### src/rtl/key_press_classifier_if.sv
// key_press_classifier_if: edge strobes from the key-pin edge detector into
// the classifier, and the classified key events back to the front-panel logic.
interface key_press_classifier_if;
    logic       h2l_edge;      // one-cycle press strobe (key is active-low)
    logic       l2h_edge;      // one-cycle release strobe
    logic       short_press;   // one-cycle pulse, committed short press
    logic       long_press;    // one-cycle pulse, hold reached the long time
    logic       repeat_press;  // one-cycle auto-repeat pulse
    logic       key_held;      // debounced pressed level
    logic [7:0] press_cnt;     // committed presses, wraps 255 -> 0

    // Strobe source / event consumer side.
    modport master (
        output h2l_edge,
        output l2h_edge,
        input  short_press,
        input  long_press,
        input  repeat_press,
        input  key_held,
        input  press_cnt
    );

    // Classifier side.
    modport slave (
        input  h2l_edge,
        input  l2h_edge,
        output short_press,
        output long_press,
        output repeat_press,
        output key_held,
        output press_cnt
    );
endinterface

### src/rtl/key_press_classifier.sv
// key_press_classifier: debounces key-pin edge strobes and classifies them
// into short press, long press and (optionally) auto-repeat events, with a
// debounced held level and a wrapping press counter. All outputs registered.
// Optional feature: define KEY_REPEAT_EN to build the auto-repeat generator;
// without it repeat_press is tied low and the hold counter parks in LONG_HELD.
module key_press_classifier #(
    parameter int DEBOUNCE_CYC = 1_000_000,
    parameter int LONG_CYC     = 50_000_000,
    parameter int REPEAT_CYC   = 10_000_000,
    parameter int CNT_W        = 26
) (
    input  logic                  clk,
    input  logic                  rst,
    key_press_classifier_if.slave key_if
);

    typedef enum logic [2:0] {
        ST_IDLE,
        ST_PRESS_DB,
        ST_HELD,
        ST_LONG_HELD,
        ST_RELEASE_DB
    } state_t;

    localparam longint CNT_LIMIT = longint'(1) << CNT_W;

    // Every counter terminal value must fit in CNT_W bits; a repeat period of
    // one cycle would make repeat pulses back-to-back.
    if (CNT_W < 1 || DEBOUNCE_CYC < 1 || LONG_CYC < 1 || REPEAT_CYC < 2 ||
        longint'(DEBOUNCE_CYC) >= CNT_LIMIT ||
        longint'(LONG_CYC) >= CNT_LIMIT ||
        longint'(REPEAT_CYC) >= CNT_LIMIT) begin : g_bad_params
        $error("key_press_classifier: counter parameters out of range");
    end

    localparam logic [CNT_W-1:0] DB_LAST   = CNT_W'(DEBOUNCE_CYC - 1);
    localparam logic [CNT_W-1:0] LONG_LAST = CNT_W'(LONG_CYC - 1);
`ifdef KEY_REPEAT_EN
    localparam logic [CNT_W-1:0] REPEAT_LAST = CNT_W'(REPEAT_CYC - 1);
`endif

    state_t           state_q,       state_d;
    logic [CNT_W-1:0] db_cnt_q,      db_cnt_d;
    logic [CNT_W-1:0] hold_cnt_q,    hold_cnt_d;
    logic             pend_long_q,   pend_long_d;
    logic             key_held_q,    key_held_d;
    logic             short_press_q, short_press_d;
    logic             long_press_q,  long_press_d;
    logic [7:0]       press_cnt_q,   press_cnt_d;
`ifdef KEY_REPEAT_EN
    logic             repeat_press_q, repeat_press_d;
    logic             repeat_done;
`endif

    // Strobes arriving together cancel each other in every state.
    logic press_stb;
    logic release_stb;
    logic db_done;
    logic long_done;

    assign press_stb   = key_if.h2l_edge & ~key_if.l2h_edge;
    assign release_stb = key_if.l2h_edge & ~key_if.h2l_edge;
    assign db_done     = (db_cnt_q == DB_LAST);
    assign long_done   = (hold_cnt_q == LONG_LAST);
`ifdef KEY_REPEAT_EN
    assign repeat_done = (hold_cnt_q == REPEAT_LAST);
`endif

    // Next-state, counter and event-pulse decode.
    always_comb begin
        // NOTE: every signal is given its hold/idle value first, so no branch
        // can leave one unassigned and infer a latch.
        state_d       = state_q;
        db_cnt_d      = db_cnt_q;
        hold_cnt_d    = hold_cnt_q;
        pend_long_d   = pend_long_q;
        key_held_d    = key_held_q;
        press_cnt_d   = press_cnt_q;
        short_press_d = 1'b0;
        long_press_d  = 1'b0;
`ifdef KEY_REPEAT_EN
        repeat_press_d = 1'b0;
`endif

        case (state_q)
            ST_IDLE: begin
                if (press_stb) begin
                    state_d  = ST_PRESS_DB;
                    db_cnt_d = '0;
                end
            end

            ST_PRESS_DB: begin
                db_cnt_d = db_cnt_q + 1'b1;
                // Reaching the terminal count wins over a same-cycle release.
                if (db_done) begin
                    state_d     = ST_HELD;
                    key_held_d  = 1'b1;
                    hold_cnt_d  = '0;
                    pend_long_d = 1'b0;
                end else if (release_stb) begin
                    state_d = ST_IDLE;
                end
            end

            ST_HELD: begin
                if (long_done) begin
                    state_d      = ST_LONG_HELD;
                    long_press_d = 1'b1;
                    hold_cnt_d   = '0;
                    pend_long_d  = 1'b1;
                end else if (!release_stb) begin
                    hold_cnt_d = hold_cnt_q + 1'b1;
                end
                // A release is never lost: it still opens the release
                // debounce even on the cycle the long press fires.
                if (release_stb) begin
                    state_d  = ST_RELEASE_DB;
                    db_cnt_d = '0;
                end
            end

            ST_LONG_HELD: begin
`ifdef KEY_REPEAT_EN
                if (repeat_done) begin
                    repeat_press_d = 1'b1;
                    hold_cnt_d     = '0;
                end else if (!release_stb) begin
                    hold_cnt_d = hold_cnt_q + 1'b1;
                end
`endif
                if (release_stb) begin
                    state_d  = ST_RELEASE_DB;
                    db_cnt_d = '0;
                end
            end

            ST_RELEASE_DB: begin
                // hold_cnt stays frozen so a bounce resumes the hold timing.
                db_cnt_d = db_cnt_q + 1'b1;
                if (db_done) begin
                    state_d       = ST_IDLE;
                    key_held_d    = 1'b0;
                    press_cnt_d   = press_cnt_q + 8'd1;
                    short_press_d = ~pend_long_q;
                end else if (press_stb) begin
                    state_d = pend_long_q ? ST_LONG_HELD : ST_HELD;
                end
            end

            default: begin
                state_d = ST_IDLE;
            end
        endcase
    end

    // State, counters and registered outputs with synchronous reset.
    always_ff @(posedge clk) begin
        // NOTE: sequential state uses non-blocking assignments so every flop
        // samples its _d value from before the edge.
        if (rst) begin
            state_q       <= ST_IDLE;
            db_cnt_q      <= '0;
            hold_cnt_q    <= '0;
            pend_long_q   <= 1'b0;
            key_held_q    <= 1'b0;
            short_press_q <= 1'b0;
            long_press_q  <= 1'b0;
            press_cnt_q   <= 8'd0;
`ifdef KEY_REPEAT_EN
            repeat_press_q <= 1'b0;
`endif
        end else begin
            state_q       <= state_d;
            db_cnt_q      <= db_cnt_d;
            hold_cnt_q    <= hold_cnt_d;
            pend_long_q   <= pend_long_d;
            key_held_q    <= key_held_d;
            short_press_q <= short_press_d;
            long_press_q  <= long_press_d;
            press_cnt_q   <= press_cnt_d;
`ifdef KEY_REPEAT_EN
            repeat_press_q <= repeat_press_d;
`endif
        end
    end

    assign key_if.short_press = short_press_q;
    assign key_if.long_press  = long_press_q;
    assign key_if.key_held    = key_held_q;
    assign key_if.press_cnt   = press_cnt_q;
`ifdef KEY_REPEAT_EN
    assign key_if.repeat_press = repeat_press_q;
`else
    assign key_if.repeat_press = 1'b0;
`endif

endmodule
### src/flat_wrapper.sv
// flat-port wrapper written by rule: the top's interface ports become plain ports
module key_press_classifier_flat 
#(
    parameter int DEBOUNCE_CYC = 1_000_000,
    parameter int LONG_CYC     = 50_000_000,
    parameter int REPEAT_CYC   = 10_000_000,
    parameter int CNT_W        = 26
)
  (clk, rst, key_if_h2l_edge, key_if_l2h_edge, key_if_short_press, key_if_long_press, key_if_repeat_press, key_if_key_held, key_if_press_cnt);
  key_press_classifier_if key_if_i ();
  input  logic clk;
  input  logic rst;
  input wire logic [$bits(key_if_i.h2l_edge)-1:0] key_if_h2l_edge;
  input wire logic [$bits(key_if_i.l2h_edge)-1:0] key_if_l2h_edge;
  output wire logic [$bits(key_if_i.short_press)-1:0] key_if_short_press;
  output wire logic [$bits(key_if_i.long_press)-1:0] key_if_long_press;
  output wire logic [$bits(key_if_i.repeat_press)-1:0] key_if_repeat_press;
  output wire logic [$bits(key_if_i.key_held)-1:0] key_if_key_held;
  output wire logic [$bits(key_if_i.press_cnt)-1:0] key_if_press_cnt;
  assign key_if_i.h2l_edge = key_if_h2l_edge;
  assign key_if_i.l2h_edge = key_if_l2h_edge;
  assign key_if_short_press = key_if_i.short_press;
  assign key_if_long_press = key_if_i.long_press;
  assign key_if_repeat_press = key_if_i.repeat_press;
  assign key_if_key_held = key_if_i.key_held;
  assign key_if_press_cnt = key_if_i.press_cnt;
  key_press_classifier #(.DEBOUNCE_CYC(DEBOUNCE_CYC), .LONG_CYC(LONG_CYC), .REPEAT_CYC(REPEAT_CYC), .CNT_W(CNT_W)) u_core (.clk(clk), .rst(rst), .key_if(key_if_i));
endmodule
### config.mk
export PLATFORM = sky130hd
export DESIGN_NAME = key_press_classifier_flat
export DESIGN_NICKNAME = d
export VERILOG_FILES = /design/src/rtl/key_press_classifier_if.sv /design/src/rtl/key_press_classifier.sv /design/src/flat_wrapper.sv
export SDC_FILE = /design/constraint.sdc
export NUM_CORES = 1
export LEC_CHECK = 0
export CAP_MARGIN = 25
export CORE_MARGIN = 10
export CORE_UTILIZATION = 60
export CTS_BUF_LIST = sky130_fd_sc_hd__clkbuf_16
export DETAILED_ROUTE_END_ITERATION = 10
export HOLD_SLACK_MARGIN = 0.15
export PLACE_DENSITY_LB_ADDON = 0.1
export SETUP_SLACK_MARGIN = 0.3
export SKIP_LAST_GASP = 1
export SLEW_MARGIN = 20
export SYNTH_ARGS = -nofsm -noshare
export SYNTH_HDL_FRONTEND = slang
export SYNTH_SLANG_ARGS = --single-unit
### constraint.sdc
create_clock -name clk -period 2.9 [get_ports clk]
set_input_delay 0.87 -clock clk [delete_from_list [all_inputs] [get_ports clk]]
set_output_delay 0.87 -clock clk [all_outputs]
set_load 0.02 [all_outputs]
Word level (Yosys, flattened, before mapping)

Index checks and enable logic that the tools add are counted.

Logic and storage cells: 72
Input bits: 4
Register bits: 67
Output and inout bits: 12

Reduce and logical (&&, ||, !) cells: 14
Equal/unequal tests: 16
Bitwise operators: 8
Add/sub/neg operators: 3
Muxes and demuxes: 23

Operator list:

| kind                  | count |
|---|---|
| $mux 26               | 5 |
| $pmux 26 s3           | 1 |
| $add 26x1->26 const B | 2 |
| $pmux 26 s2           | 1 |
| $eq 26x20->1 const B  | 1 |
| $eq 26x26->1 const B  | 1 |
| $mux 3                | 8 |
| $pmux 3 s5            | 1 |
| $ne 2x1->1 const B    | 6 |
| $reduce_and 3->1      | 4 |
| $ne 3x1->1 const B    | 3 |
| $add 8x1->8 const B   | 1 |
| $eq 3x2->1 const B    | 2 |
| $not 1->1             | 6 |
| $reduce_or 2->1       | 3 |
| $mux 1                | 5 |
| $reduce_and 5->1      | 1 |
| $pmux 1 s2            | 2 |
| $reduce_bool 2->1     | 2 |
| $eq 3x1->1 const B    | 1 |
| $eq 3x3->1 const B    | 1 |
| $logic_not 3->1       | 1 |
| $ne 3x3->1 const B    | 1 |
| $reduce_bool 3->1     | 1 |
| 3 further kinds       | 4 |

Longest topological paths before layout

Gate-level depths: netlist (run 1).

Depth after elaboration: 5
Mapped depth: 8
Gate-level depth less buffers: 7

Worst setup path before layout (run 1)

Ideal clock, no wire load.

Path type: input port to flip-flop
Start: in key_if_l2h_edge
End: reg u_core.db_cnt_q[0]
Buffers on the path: 2
Setup slack: 0.573 ns
Required time: 2.772 ns
Data arrival time: 2.199 ns
Cell stages on the path: 6
Library setup time: 0.128 ns
Path through: nor2b_1 > clkbuf_1 > a22oi_1 > o21ai_1 > clkbuf_1 > nor2_1

Word-level cells in the longest chain between the ends: 4
Elaborated cells between the ends (all ways): 6
Classes of those cells: 2 x eq/ne; 3 x bitwise; 1 x reduce/logical

RTL lines:

| element                               | RTL line                    | RTL |
|---|---|---|
| start: declaration                    | flat_wrapper.sv:14          | `input wire logic [$bits(key_if_i.l2h_edge)-1:0] key_if_l2h_edge;` |
| $not 1->1                             | key_press_classifier.sv:61  | `assign press_stb = key_if.h2l_edge & ~key_if.l2h_edge;` |
| $and 1x1->1                           | key_press_classifier.sv:61  |  |
| $ne 2x1->1 (no source line)           | n/a                         |  |
| $reduce_and 3->1 (no source line) (*) | n/a                         |  |
| end signal: assignment                | key_press_classifier.sv:175 | `db_cnt_q <= db_cnt_d;` |
| end: declaration                      | key_press_classifier.sv:43  | `logic [CNT_W-1:0] db_cnt_q, db_cnt_d;` |

Mark *: on every way between the ends. The rest lies on a longest branch, timed or not.
A chain may end at the register's enable or synchronous reset.

Worst setup path after layout (run 1)

Start: in key_if_l2h_edge
End: reg u_core.db_cnt_q[14]

Same word-level chain as after synthesis.

==> flow_metrics.tcl, run 1 <==
set metrics [dict create \
    worst_slack_ns 0.332 \
    avgSynthCellArea_sq_um 8.23 \
    top_usage_layer "met2" \
    timing.fmax_mhz 389 \
    grt_pass1_vias 3100 \
    finalCritPeriodShare_pct 88.6 \
    synth_top_area_cell "dfxtp_1" \
    cts_hold_buf 0 \
    grt_overflow 0 \
    core_sq_mm 0.00561 \
    synth-warning-count 0 \
    fill_cells 463 \
    netlist.area_leader.share_pct 38.1 \
    dpl.hpwl_mm 5.90 \
    status "finished clean" \
    cts_tree "yes" \
    synth_cell_types 64 \
    met3_usage_pct 5.54 \
    worstPathArrival_ns 2.79 \
    tightest_slew_ns 0.797 \
    power.density_mw_per_mm2 500 \
    cts_buffer_depth 2 \
    reg2reg_depth 8 \
    fp.dieH_um 96.6 \
    start_util_pct 62.8 \
    path_class "input port to register" \
    min_period_ns 2.57 \
    viasPerCell 6.17 \
    wl_per_cell_um 16.0 \
    synth_nets 435 \
    ctsRootBufferMaster "clkbuf_16" \
    grt_max_degree 28 \
    min-delay-path-class "register to register" \
    critPathMaxFanout 8 \
    clkLatencyLatePin_ns 0.33 \
    antenna_found_initial 0 \
    drive_gt1_share_pct 11.3 \
    syn_inst 428 \
    end_kind "register" \
    leakage_nw 1.33 \
    numCtsBuffers 9 \
    netlist_area_sq_mm 0.00352 \
    antenna-diode-count 0 \
    grt.total_usage_pct 18.0 \
    worstPathCellList "clkdlybuf4s50_1 -> nor2b_1 -> a21o_1 -> o211ai_1 -> nor4_1 -> xnor2_1 -> nor2_1" \
    rows 27 \
    maxCapViolations 0 \
    required_ns 3.12 \
    ys_async_sr_fraction_pct 0 \
    fin_util_pct 73.7 \
    finalSetupTns_ns 0 \
    ys_seq_elements 67 \
    ir_drop_v 0.000383 \
    design.die.area_sq_mm 0.00934 \
    port_buffers 14 \
    crit_slowest_cell "clkdlybuf4s50_1" \
    rsz0062_at_grt "true" \
    initialDrtViolationCount 251 \
    num_vias 3277 \
    place.gp.congestion 0.869 \
    gr-usage-met2_pct 27.1 \
    firstDrtPassIters 4 \
    ant_nets 0 \
    cts_sinks 67 \
    hold_viol_final 0 \
    grt_pass1_wl_mm 14.5 \
    startpoint_type "input port" \
    synthTopCellsByArea "dfxtp_1 38%, nor2_1 6.0%, nand2_1 3.5%" \
    slowest_delay_ns 0.47 \
    area_delta_synth_final_pct 17.3 \
    drc 0 \
    fp.dieW_um 96.6 \
    clk_pin_slew_ns 0.05 \
    use_met1_pct 23.4 \
    final_max_slew_viol_count 0 \
    synth_ff_type "dfxtp_1" \
    ys_seq_area_share_pct 38.1 \
    setup_viol 0 \
    max_slew_margin_pct 46.4 \
    cts_max_level 3 \
    synth_edf_count 0 \
    place_ws_ns 0.0900 \
    layout.nets 461 \
    routed_wl_mm 8.51 \
    ios 16 \
    skew_ns 0.00261 \
    hold-path-cell-count 1 \
]
==> where the power goes <==
part | switching (W) | leakage [nW] | internal (W)
sequential | 0.0000139 | 0.541 | 0.000930
combinational | 0.0000611 | 0.640 | 0.0000388
clock | 0.000374 | 0.152 | 0.000647
total | 0.000448 | 1.33 | 0.00162
==> cells in the mapped netlist, drive strengths merged (2+ instances only) <==
master and n:
dfxtp 67, a2111o 2, o211ai 6, a21oi 22, xor2 10, a311oi 5
nand2b 4, or4 6, o21ba 2, nor3 16, nor2b 4, nand4 17
nand3 22, or2 3, nor4b 7, a2bb2oi 2, o41ai 2, a211oi 3
buf 3, o21a 2, or3 13, and3 7, a31o 3, xnor2 13
mux2i 2, nor2 56, clkbuf 12, o21ai 25, inv 13, ha 3
nand2 33, a31oi 3, nor4 12, o31ai 8
==> path summary, 6_finish.rpt <==
check                                    start                              endpoint  slack [ns]
min            u_core.pend_long_q$_SDFFE_PP0P_  u_core.key_if.short_press$_SDFF_PP0_        0.45
max                            key_if_l2h_edge      u_core.db_cnt_q[14]$_SDFFE_PP0P_        0.33
max reg2reg  u_core.hold_cnt_q[0]$_SDFFE_PP0P_    u_core.hold_cnt_q[18]$_SDFFE_PP0P_        0.45
min reg2reg    u_core.pend_long_q$_SDFFE_PP0P_  u_core.key_if.short_press$_SDFF_PP0_        0.45
==> area by class of cell <==
type	instances	area, sq um	share of cell area [%]
well taps	72	90.1	2.18
clock buffers	9	225	5.45
multi-input cells	332	2090	50.7
repair buffers	30	273	6.60
clock inverters	7	53.8	1.30
inverters	14	52.6	1.27
flip-flops and latches	67	1340	32.5
==> per-layer routing <==
layer  wire length (um)  vias to the layer above
met5                  0                        -
met4                108                        0
met3                489                       13
met2               3960                       89
met1               3960                     1534
li1                   -                     1641
==> worst max-delay path: cells and delay by family <==
kind,cells,cell delay [ns]
xor gates and xnor gates,1,0.19
and+or+nand+nor,3,0.68
AOI/OAI and AO/OA,2,0.58
buffers and inverters,1,0.47
==> through the flow <==
| step | cell area, sq um | hold slack (ns) | power (W) | instances |
|---|---|---|---|---|
| global placement | 3820 | 0.444 | 0.00106 | 514 |
| finish | 4130 | 0.447 | 0.00206 | 531 |
| global route | 4130 | 0.474 | 0.00213 | 531 |
| floorplan | 3520 | 0.400 | 0.00103 | 428 |
| detailed placement | 3820 | 0.431 | 0.00106 | 514 |
| CTS | 4100 | 0.445 | 0.00207 | 530 |
==> cells by family (layout without fill, tap and decap cells) <==
logic type      Yosys count  in the layout  synth area share, %
other cells               1              1                0.106
fa+ha+maj                 3              3                 1.07
xor+xnor                 23             23                 5.72
mux                       2              2                0.568
simple gates            208            208                 33.1
compound gates           95             95                 18.1
buf+inv                  29             60                 3.27
flops                    67             67                 38.1
==> registers in the layout (all words and copies together), names as in the netlist <==
signal                     flops
u_core.key_if.long_press       1
u_core.key_if.short_press      1
u_core.hold_cnt_q             26
u_core.key_if.key_held         1
u_core.state_q                 3
u_core.key_if.press_cnt        8
u_core.pend_long_q             1
u_core.db_cnt_q               26
==> placed cells by master (no fill, tap or decap), types with 9 or more instances in the layout <==
cell type	count
dfxtp_1	66
clkbuf_16	9
nor3_1	14
nor2_1	56
o21ai_0	23
clkdlybuf4s50_1	14
nand2_1	33
or3_1	12
inv_1	17
xor2_1	10
nand4_1	16
a21oi_1	22
nor4_1	10
buf_4	15
xnor2_1	13
nand3_1	20
==> what timing repair did <==
item	4_1_cts	5_1_grt
buffers inserted	0	1
resized for setup	0	6
endpoints found under the setup margin	0	9
Power figures use the tool's default switching activity.
==> run 2, diff against run 1 <==
--- a/config.mk
+++ b/config.mk
@@ -9,6 +9,7 @@
 export CORE_MARGIN = 10
 export CORE_UTILIZATION = 60
 export CTS_BUF_LIST = sky130_fd_sc_hd__clkbuf_16
+export CTS_CLUSTER_DIAMETER = 80
 export DETAILED_ROUTE_END_ITERATION = 10
 export HOLD_SLACK_MARGIN = 0.15
 export PLACE_DENSITY_LB_ADDON = 0.1
==> results of run 2 <==
Same layout as run 1: the final DEF is identical, and so are final timing and power.
==> run 3, diff against run 2 <==
--- a/config.mk
+++ b/config.mk
@@ -6,7 +6,6 @@
 export NUM_CORES = 1
 export LEC_CHECK = 0
 export CAP_MARGIN = 25
-export CORE_MARGIN = 10
 export CORE_UTILIZATION = 60
 export CTS_BUF_LIST = sky130_fd_sc_hd__clkbuf_16
 export CTS_CLUSTER_DIAMETER = 80
==> flow_metrics.tcl, run 3 (synthesis results as in run 1) <==
set metrics [dict create \
    finalSetupTns_ns 0 \
    clkLatencyLatePin_ns 0.33 \
    fp.dieW_um 78.6 \
    intPower_w 0.00162 \
    fp.dieH_um 78.6 \
    grt.total_usage_pct 27.9 \
    min-delay-path-class "register to register" \
    firstDrtPassIters 5 \
    core_sq_mm 0.00557 \
    max_slew_margin_pct 47.2 \
    place.gp.congestion 0.889 \
    skew_ns 0.00718 \
    grt_pass1_wl_mm 13.6 \
    maxCapViolations 0 \
    cpMostUsedCell "buf_4" \
    clk_pin_slew_ns 0.05 \
    rsz0062_at_grt "true" \
    design_area_sq_mm 0.00416 \
    num_vias 3422 \
    timing.fmax_mhz 397 \
    tightest_slew_ns 0.784 \
    grt_max_degree 21 \
    power.density_mw_per_mm2 496 \
    ant_nets 0 \
    required_ns 3.16 \
    cpLargestDelayFamily "simple AND/OR/NAND/NOR gates" \
    port_buffers 14 \
    numCtsBuffers 9 \
    r2r-end "u_core.hold_cnt_q[18]$_SDFFE_PP0P_" \
    end_kind "register" \
    cts_sinks 67 \
    hold-path-cell-count 1 \
    reg2reg_depth 7 \
    drc 0 \
    grt_pass1_vias 2953 \
    initialDrtViolationCount 250 \
    routed_wl_mm 8.33 \
    pwr-share-comb_pct 4.9 \
    leakage_nw 1.36 \
    min-delay-start "u_core.pend_long_q$_SDFFE_PP0P_" \
    fin_util_pct 74.6 \
    design.die.area_sq_mm 0.00618 \
    ctsRootBufferMaster "clkbuf_16" \
    finalCritPeriodShare_pct 86.8 \
    drive_gt1_share_pct 12.5 \
    switching_share_pct 21.6 \
    grt_overflow 0 \
    critPathMaxFanout 13 \
    path_class "input port to register" \
    hold_viol_final 0 \
    rows 27 \
    cts_buffer_depth 2 \
    mostFrequentLayoutCells "66 x dfxtp_1, 56 x nor2_1, 33 x nand2_1" \
    status "finished clean" \
    cp-startpoint "key_if_l2h_edge" \
    final_common_cell "dfxtp_1" \
    p_sw_w 0.000445 \
    pwr-share-seq_pct 45.9 \
    worstPathCellList "clkdlybuf4s50_1 -> nor2b_2 -> buf_4 -> nor2_1 -> o31ai_2 -> buf_4 -> or4_1 -> a21oi_1" \
    start_util_pct 63.2 \
    r2r_start "u_core.db_cnt_q[11]$_SDFFE_PP0P_" \
    dpl.hpwl_mm 5.65 \
    placed_cell_area_sq_mm 0.00382 \
    area_delta_synth_final_pct 18.0 \
    path_buf_inv 3 \
    min_period_ns 2.52 \
    ios 16 \
    slowest_delay_ns 0.51 \
    wl_per_cell_um 15.6 \
    min_to "u_core.key_if.short_press$_SDFF_PP0_" \
    layout.nets 467 \
    ir_drop_v 0.000339 \
    setup_viol 0 \
    cts_max_level 3 \
    viasPerCell 6.40 \
    cts_tree "yes" \
    antenna-diode-count 0 \
    final_max_slew_viol_count 0 \
    antenna_found_initial 0 \
    crit_slowest_cell "or4_1" \
    power_frac_clock_pct 49.2 \
    worstPathArrival_ns 2.78 \
    rrSetupSlack_ns 0.43 \
    startpoint_type "input port" \
]
## run 3: per-layer routing
layer / vias to the layer above / share of wire [%] / track usage [%] / wire [um]
li1: 1660 / - / - / -
met1: 1585 / 46 / 37.8 / 3860
met5: - / 0 / 0 / 0
met4: 0 / 2.6 / 13.0 / 214
met2: 147 / 44 / 42.7 / 3670
met3: 30 / 6.9 / 5.00 / 573
## run 3: worst max path at each step
stage,to,slack [ns],cells past startpoint
finish,u_core.hold_cnt_q[18]$_SDFFE_PP0P_,0.38,8
global route,u_core.hold_cnt_q[19]$_SDFFE_PP0P_,0.29,8
CTS,u_core.hold_cnt_q[19]$_SDFFE_PP0P_,0.36,8
detailed placement,u_core.hold_cnt_q[17]$_SDFFE_PP0P_,0.09,8
global placement,u_core.hold_cnt_q[18]$_SDFFE_PP0P_,0.17,8
floorplan,u_core.db_cnt_q[0]$_SDFFE_PP0P_,0.57,6
## run 3: layout make-up
type                       instances  area, sq um
timing repair buffer              36          318
clock inverter                     5         47.5
clock buffer                       9          225
sequential                        67         1340
inverter                          14         52.6
tap                               72         90.1
fill                             402         1420
multi-input combinational        332         2080
## run 3: power groups by stage
stage	sequential (W)	clock, W	combinational (W)
after global placement	0.000963	0	0.0000962
after CTS	0.000945	0.00102	0.000100
after floorplan	0.000956	0	0.0000703
final	0.000945	0.00101	0.000101
after detailed placement	0.000964	0	0.0000971
after global routing	0.000946	0.00107	0.000110
## run 3: stage by stage
| step | power [W] | hold WS [ns] | setup WS [ns] | instances |
|---|---|---|---|---|
| 3_5_place_dp | 0.00106 | 0.429 | 0.0911 | 515 |
| 2_1_floorplan | 0.00103 | 0.400 | 0.573 | 428 |
| 6_report | 0.00206 | 0.439 | 0.382 | 535 |
| 4_1_cts | 0.00207 | 0.441 | 0.360 | 529 |
| 3_3_place_gp | 0.00106 | 0.439 | 0.170 | 515 |
| 5_1_grt | 0.00212 | 0.467 | 0.289 | 535 |
## run 3: repair_timing
item | CTS | global route
setup endpoints to repair | 0 | 6
hold buffers | 0 | 0
resized for setup | 0 | 5
buffers inserted | 0 | 6
